File: src/rtl/core_execution_unit_div.sv
// rtl/core_execution_unit_div.sv - radix-2 restoring divider for RV32M DIV/DIVU/REM/REMU
// Optional macro DIV_FAST_SPECIAL_EN: divide-by-zero and signed overflow retire without iterating.
`ifndef DATA_WIDTH
`define DATA_WIDTH 32
`endif

module core_execution_unit_div #(
    parameter int DATA_WIDTH = `DATA_WIDTH
) (
    input  logic                  clk_i,
    input  logic                  rstn_i,
    input  logic                  start_i,
    input  logic [1:0]            op_i,
    input  logic [DATA_WIDTH-1:0] s1_i,
    input  logic [DATA_WIDTH-1:0] s2_i,
    input  logic                  flush_i,
    output logic                  busy_o,
    output logic                  valid_o,
    output logic [DATA_WIDTH-1:0] result_o
);

    localparam int CW = $clog2(DATA_WIDTH + 1);

    typedef enum logic [1:0] {S_IDLE, S_CALC, S_DONE} state_t;

    state_t                state_q, state_d;
    logic [CW-1:0]         cnt_q, cnt_d;
    logic [1:0]            op_q, op_d;
    logic [DATA_WIDTH-1:0] dvs_q, dvs_d;
    logic [DATA_WIDTH-1:0] rem_q, rem_d;
    logic [DATA_WIDTH-1:0] quo_q, quo_d;
    logic [DATA_WIDTH-1:0] s1_q, s1_d;
    logic                  qneg_q, qneg_d;
    logic                  rneg_q, rneg_d;
    logic                  div0_q, div0_d;
    logic                  ovf_q, ovf_d;
    logic [DATA_WIDTH-1:0] result_q, result_d;

    logic                  in_signed, in_s1_neg, in_s2_neg, in_div0, in_ovf;
    logic [DATA_WIDTH:0]   shifted, trial;
    logic [DATA_WIDTH-1:0] rem_nx, quo_nx, q_fin, r_fin, calc_res;

    // Value RISC-V mandates for the two exceptional cases; op[1] selects remainder.
    function automatic logic [DATA_WIDTH-1:0] special_value(
        input logic [1:0]            op,
        input logic [DATA_WIDTH-1:0] dividend,
        input logic                  div0
    );
        if (div0)
            special_value = op[1] ? dividend : '1;
        else
            special_value = op[1] ? '0 : dividend;
    endfunction

    always_comb begin
        in_signed = ~op_i[0];
        in_s1_neg = in_signed & s1_i[DATA_WIDTH-1];
        in_s2_neg = in_signed & s2_i[DATA_WIDTH-1];
        in_div0   = (s2_i == '0);
        in_ovf    = in_signed && (s1_i == {1'b1, {(DATA_WIDTH-1){1'b0}}}) && (s2_i == '1);

        shifted = {rem_q, quo_q[DATA_WIDTH-1]};
        trial   = shifted - {1'b0, dvs_q};
        rem_nx  = trial[DATA_WIDTH] ? shifted[DATA_WIDTH-1:0] : trial[DATA_WIDTH-1:0];
        quo_nx  = {quo_q[DATA_WIDTH-2:0], ~trial[DATA_WIDTH]};
        q_fin   = qneg_q ? -quo_nx : quo_nx;
        r_fin   = rneg_q ? -rem_nx : rem_nx;
        if (div0_q || ovf_q)
            calc_res = special_value(op_q, s1_q, div0_q);
        else
            calc_res = op_q[1] ? r_fin : q_fin;

        state_d  = state_q;
        cnt_d    = cnt_q;
        op_d     = op_q;
        dvs_d    = dvs_q;
        rem_d    = rem_q;
        quo_d    = quo_q;
        s1_d     = s1_q;
        qneg_d   = qneg_q;
        rneg_d   = rneg_q;
        div0_d   = div0_q;
        ovf_d    = ovf_q;
        result_d = result_q;

        case (state_q)
            S_CALC: begin
                rem_d = rem_nx;
                quo_d = quo_nx;
                cnt_d = cnt_q + CW'(1);
                if (cnt_q == CW'(DATA_WIDTH - 1)) begin
                    state_d  = S_DONE;
                    cnt_d    = '0;
                    result_d = calc_res;
                end
            end
            default: begin
                state_d = S_IDLE;
                if (start_i) begin
                    state_d = S_CALC;
                    op_d    = op_i;
                    s1_d    = s1_i;
                    quo_d   = in_s1_neg ? -s1_i : s1_i;
                    dvs_d   = in_s2_neg ? -s2_i : s2_i;
                    rem_d   = '0;
                    cnt_d   = '0;
                    qneg_d  = in_s1_neg ^ in_s2_neg;
                    rneg_d  = in_s1_neg;
                    div0_d  = in_div0;
                    ovf_d   = in_ovf;
`ifdef DIV_FAST_SPECIAL_EN
                    if (in_div0 || in_ovf) begin
                        state_d  = S_DONE;
                        result_d = special_value(op_i, s1_i, in_div0);
                    end
`endif
                end
            end
        endcase

        // Abort discards the operation but leaves the last result visible.
        if (flush_i) begin
            state_d  = S_IDLE;
            cnt_d    = '0;
            result_d = result_q;
        end
    end

    always_ff @(posedge clk_i or negedge rstn_i) begin
        if (!rstn_i) begin
            state_q  <= S_IDLE;
            cnt_q    <= '0;
            op_q     <= '0;
            dvs_q    <= '0;
            rem_q    <= '0;
            quo_q    <= '0;
            s1_q     <= '0;
            qneg_q   <= 1'b0;
            rneg_q   <= 1'b0;
            div0_q   <= 1'b0;
            ovf_q    <= 1'b0;
            result_q <= '0;
        end else begin
            state_q  <= state_d;
            cnt_q    <= cnt_d;
            op_q     <= op_d;
            dvs_q    <= dvs_d;
            rem_q    <= rem_d;
            quo_q    <= quo_d;
            s1_q     <= s1_d;
            qneg_q   <= qneg_d;
            rneg_q   <= rneg_d;
            div0_q   <= div0_d;
            ovf_q    <= ovf_d;
            result_q <= result_d;
        end
    end

    assign busy_o   = (state_q == S_CALC);
    assign valid_o  = (state_q == S_DONE);
    assign result_o = result_q;

endmodule

File: config.mk
export PLATFORM = sky130hd
export DESIGN_NAME = core_execution_unit_div
export DESIGN_NICKNAME = d
export VERILOG_FILES = /design/src/rtl/core_execution_unit_div.sv
export SDC_FILE = /design/constraint.sdc
export NUM_CORES = 1
export LEC_CHECK = 0
export BUFFER_PORTS_ARGS = -buffer_cell sky130_fd_sc_hd__buf_2
export CAP_MARGIN = 0
export CORE_ASPECT_RATIO = 0.75
export CORE_MARGIN = 5
export CORE_UTILIZATION = 63
export CTS_BUF_LIST = sky130_fd_sc_hd__clkbuf_8
export DETAILED_ROUTE_END_ITERATION = 8
export PLACE_DENSITY = 0.89
export SYNTH_ARGS = -nofsm -noshare
export SYNTH_HDL_FRONTEND = slang
export SYNTH_SLANG_ARGS = --single-unit
File: constraint.sdc
create_clock -name clk_i -period 6.8 [get_ports clk_i]
set_input_delay 0.68 -clock clk_i [delete_from_list [all_inputs] [get_ports clk_i]]
set_output_delay 0.68 -clock clk_i [all_outputs]
set_load 0.1 [all_outputs]
## After elaboration in Yosys (flattened, before gate mapping)

Cells that the tools add are included.

- Bitwise logic cells: 7
- Multipliers: 0
- Multiplexer cells: 22
- Div/mod/pow operators: 0
- Reduce and logical (&&, ||, !) cells: 8
- $add $sub $neg: 6
- Shift operators: 0
- Eq/ne operators: 6
- $lt $le $gt $ge: 0

Operators by type and width:

| cell | number |
|---|---|
| $mux W32 | 14 |
| $neg A32 Y32 | 4 |
| $eq A32 B32 Y1 const B | 2 |
| $sub A33 B32 Y33 | 1 |
| $logic_not A32 Y1 | 1 |
| $mux W6 | 4 |
| $add A6 B1 Y6 const B | 1 |
| $eq A6 B5 Y1 const B | 1 |
| $mux W2 | 3 |
| $not A1 Y1 | 4 |
| $ne A3 B2 Y1 const B | 1 |
| $reduce_and A3 Y1 | 1 |
| $reduce_bool A3 Y1 | 1 |
| $and A1 B1 Y1 | 2 |
| $eq A2 B1 Y1 const B | 1 |
| $eq A2 B2 Y1 const B | 1 |
| $logic_and A1 B1 Y1 | 2 |
| $reduce_and A2 Y1 | 1 |
| $reduce_bool A2 Y1 | 1 |
| $logic_or A1 B1 Y1 | 1 |
| $mux W1 | 1 |
| $xor A1 B1 Y1 | 1 |

- Bits in writable memories: 0
- Memories kept: 0
- Memory bits (read-only): 0
- Bits in latches: 0
- Output and inout port bits: 34
- Logic and storage cells: 61
- Register bits: 174
- Input bits: 70

## Longest topological paths before layout

- Depth in word-level cells: 6
- Gate-level depth with buffers: 25
- Mapped depth without buffers: 21

## Least setup slack after synthesis

OpenSTA, ideal clock, no wires.

- Kind: register to register
- Start: reg rem_q[22]
- End: reg result_q[26], in the netlist result_o[26]
- Arrival time: 4.816 ns
- Required time: 6.696 ns
- Library setup time: 0.104 ns
- Stages on the path, launching flop included: 25
- Period minus slack after synthesis: 4.919 ns
- Setup slack: 1.881 ns
- Buffers on the path: 5
- Cell sequence: dfrtp_1 -> ha_1 -> buf_2 -> a21o_1 -> o2bb2ai_2 -> or4_4 -> o21ai_2 -> or2_1 -> buf_6 -> nor2_2 -> inv_2 -> buf_2 -> buf_2 -> buf_1 -> nor2_1 -> a21oi_1 -> ha_1 -> nand2_1 -> a211o_1 -> o32ai_1 -> nand2_1 -> nor3_1 -> mux2i_1 -> o21ai_0 -> a221oi_1

- Longest elaborated chain between the ends: 6
- Elaborated cells between the ends (all ways): 9
- Classes of those cells: 3 x add/sub; 5 x mux; 1 x bitwise

RTL lines:

| what | RTL line | source |
|---|---|---|
| start, declared | 30 | `logic [DATA_WIDTH-1:0] rem_q, rem_d;` |
| start signal, assigned | 148 | `rem_q <= rem_d;` |
| $sub A33 B32 Y33 | 63 | `trial = shifted - {1'b0, dvs_q};` |
| $mux W32 or $not A1 Y1 (tied branches) | 64, 65 |  |
| $neg A32 Y32 (on tied branches) | 67, 66 |  |
| $mux W32 (on tied branches) | 67, 66 |  |
| $mux W32 (*) | 71 | `calc_res = op_q[1] ? r_fin : q_fin;` |
| $mux W32 (*) | 68 | `if (div0_q \|\| ovf_q)` |
| end signal, assigned | 155 | `result_q <= result_d;` |
| end, declared | 37 | `logic [DATA_WIDTH-1:0] result_q, result_d;` |

Every way passes the cells marked *; elsewhere a longest branch is shown, timed or not.
A chain may end at the register's enable or synchronous reset.

## Final worst setup path

- Start: reg rem_q[22]
- End: reg result_q[30], in the netlist result_o[30]

The elaborated chain is that of the path after synthesis.

==> results.md <==
* DRC at 0
* CTS hold repair buffers at 0
* Required @ worst endpoint at 7180 ps
* Io pins at roughly 100
* Nets@finish at about 1,800
* Critical path capture point type: flop
* DR WL/cell at ~21 um
* R2R cell count at 20
* Synth top area share at between 30% and 40%
* RR Startpoint: rem_q[22]$_DFFE_PN0P_
* Area growth syn-to-layout at 7.99%
* Number of synthesized flops with an enable pin at 0
* Worst setup margin at between 1500 and 2000 ps
* CTS Buffer Depth at 2
* DP HPWL at 29,900 um
* Post-CTS sizing at 0
* Cells after Synth at 1,596
* Area of the core at 20,200 sq um
* FP Rows at 45
* First-pass GRT wire length at approximately 65,000 um
* CP endpoint: result_o[30]$_DFFE_PN0P_
* Antenna-violating nets left at 0
* Crit start category: flop
* Pre-CTS setup slack at ~1600 ps
* Dpl cell area at roughly 14,000 sq um
* RSZ-0062 raised after global routing: false
* GR Overflow Total at 0
* MaxCap Viol Count at 0
* Syn nets at around 1,700
* Cell mode on critical path: nand2b_1
* Final Max Tran Viols at 0
* H-tree depth at 4
* Final period util at ~78%
* Synthesized area at ~13,000 sq um
* Dominant synthesized flop cell: dfrtp_1
* Relative slew margins at 20.6%
* Post-DR vias/cell at approximately 6.7
* # setup viols final at 0
* IO Port Bufs at approximately 100
* Vias post-DR at between 10,000 and 15,000
* Dpl cells at between 1,500 and 2,000
* Status: finished clean
* Synth area leader: dfrtp_1
* Ys async rst share at between 90% and 100%
* All-Layer GR Usage at 34.4%
* CTS Buf Count at 17
* HP Class: in2async
* Worst Setup Path Type: reg2reg
* Fin cells at between 1,500 and 2,000
* Gp weighted congestion at roughly 0.94
* Fmax achieved at approximately 190 MHz
* Clock transition at path regs at 90 ps
* Post-synthesis sequential area ratio at about a third
* Seq cells post-synth at 173
* Distinct cell type count after synthesis at 81
* Power, Total at about 3.1 mW
* VDD IR max at 182 uV
* Synthesized area per cell at around 8.1 sq um
* Largest net degree at the start of global routing at 100
* Clock sink total at about 170
* Min Tclk post-route at 5280 ps
* Worst-margin pin slew at about 1200 ps
* Total Neg Setup Slack at 0 ps
* RR Endpoint: result_o[30]$_DFFE_PN0P_
* N_diodes at 0
* Slowest cell on the critical path: or4_4
* Hold Slack at between 200 and 250 ps
* TritonCTS clock tree: yes
* Die ar. at roughly 24,000 sq um
* Initial core utilization at between 60% and 70%
* Post-CTS Repair Setup Buffers at 0
* Vias in the first global route at approximately 12,000
* DRT iter0 DRCs at between 1,500 and 2,000
* Crit path DAT at 5650 ps
* Initial antenna violation count at 0
* CP max stage delay at approximately 500 ps
* CP cell instances: ha_1 -> a21o_1 -> o2bb2ai_2 -> or4_4 -> o21ai_2 -> or2_1 -> nor2_4 -> inv_2 -> buf_4 -> ha_1 -> nand2b_1 -> or2_2 -> nand2b_1 -> nand2b_1 -> nand2b_1 -> o21ai_0 -> xnor2_1 -> a221oi_1 -> o21ai_0 -> o22a_1
* Root buffer cell: clkbuf_8
* Finished layout cell area at 14,000 sq um
* Routed WL at just over 40,000 um
* YS warnings at 0
* Most frequent cells in the layout: o21ai_0 (207), nand2_1 (188), dfrtp_1 (173), a21oi_1 (118), nor2_1 (111)
* Top cells by area, synth: dfrtp_1 (33%), o21ai_0 (8.0%), nand2_1 (5.5%)
* Drt first pass iters at 6
* Crit path launch: rem_q[22]$_DFFE_PN0P_
* Power density over the cells at 221 nW/um^2
* Most common cell after layout, fill and taps aside: o21ai_0
* Die Wd at 175 um
* Share of cells above drive strength 1 at a little over an eighth
* Leakage power total at roughly 6.0 nW
* Die height at approximately 130 um
* Final core occ at 69.1%
* Register-to-Register Setup Slack at 1520 ps
* Worst-path maximum fanout at 37
* Fin. Hold Viols at 0
* Clock skew at between 10 and 15 ps
* Worst-skew pair later-pin latency at slightly below 500 ps
[worst min path at each step]
| stage | startpoint | endpoint | cells past startpoint |
|---|---|---|---|
| after detailed placement | dvs_q[18]$_DFFE_PN0P_ | dvs_q[18]$_DFFE_PN0P_ | 2 |
| after global routing | rstn_i | dvs_q[10]$_DFFE_PN0P_ | 1 |
| after global placement | dvs_q[18]$_DFFE_PN0P_ | dvs_q[18]$_DFFE_PN0P_ | 2 |
| after CTS | rstn_i | dvs_q[10]$_DFFE_PN0P_ | 1 |
| after floorplan | rstn_i | cnt_q[0]$_DFFE_PN0P_ | 0 |
| final | rstn_i | dvs_q[10]$_DFFE_PN0P_ | 1 |
[kinds of logic after synthesis]
group,Yosys count,share of synthesized area [%]
DFF,173,33.5
and+or+nand+nor,545,20.9
muxes,59,4.90
AOI/OAI and AO/OA,505,23.8
adders and majority gates,39,3.83
xor gates and xnor gates,125,8.46
buffers and inverters,150,4.61
[registers in the layout (all words and copies together) (netlist names), 2 cells and up]
name and flops:
rem_q 32, s1_q 32, result_o 32, dvs_q 32, state_q 2, cnt_q 6, quo_q 32
[area by class of cell]
type	count	area (sq um)
multi-input combinational	1273	8040
clock inverter	12	161
timing repair buffer	119	642
tap	258	323
clock buffer	19	262
fill	1647	6240
sequential	173	4330
inverter	57	214
[per-layer routing]
metal / up-vias / routed length [um] / global-route usage [%]
li1: 5843 / - / -
met1: 6145 / 17500 / 50.2
met2: 773 / 17000 / 49.4
met3: 78 / 5110 / 11.0
met4: 0 / 898 / 9.26
met5: - / 0 / 0
[synthesized netlist by cell type, types with 4 or more instances]
master / count
a211oi_1: 8
ha_1: 38
buf_1: 4
or2_2: 6
o31ai_1: 30
nor2b_1: 12
dfrtp_1: 173
nand2b_1: 15
inv_1: 55
nand2_1: 189
a31oi_1: 16
nor4_1: 17
or3_1: 24
a21oi_2: 4
o211ai_1: 12
or4_1: 10
a211o_1: 5
nor3_1: 44
mux2i_1: 27
nand4_1: 16
o21ai_1: 5
o211a_1: 4
o21a_1: 15
xnor2_1: 75
and3_1: 11
xor2_1: 50
buf_2: 14
clkbuf_1: 72
and2_1: 11
nand3_1: 20
a221oi_1: 21
nor3b_1: 10
nand3b_1: 31
mux2_2: 31
a21oi_1: 118
o2111ai_1: 4
o21ai_0: 208
nor2_1: 111
a21o_1: 10
o41ai_1: 8
[critical path: cells and delay by family (launching register included)]
family,cells,cell delay (ps)
AOI/OAI and AO/OA,7,1420
xor gates and xnor gates,1,90
adders and majority gates,2,680
buffers and inverters,2,490
DFF,1,440
and+or+nand+nor,8,2060
[power by group]
| group | switching [mW] | internal (mW) | leakage, nW | total (mW) |
|---|---|---|---|---|
| Clock | 0.414 | 0.385 | 0.210 | 0.799 |
| Sequential | 0.132 | 1.15 | 2.21 | 1.28 |
| Combinational | 0.642 | 0.370 | 3.57 | 1.01 |
| Total | 1.19 | 1.90 | 5.99 | 3.09 |
(Power assumes the default switching activity.)
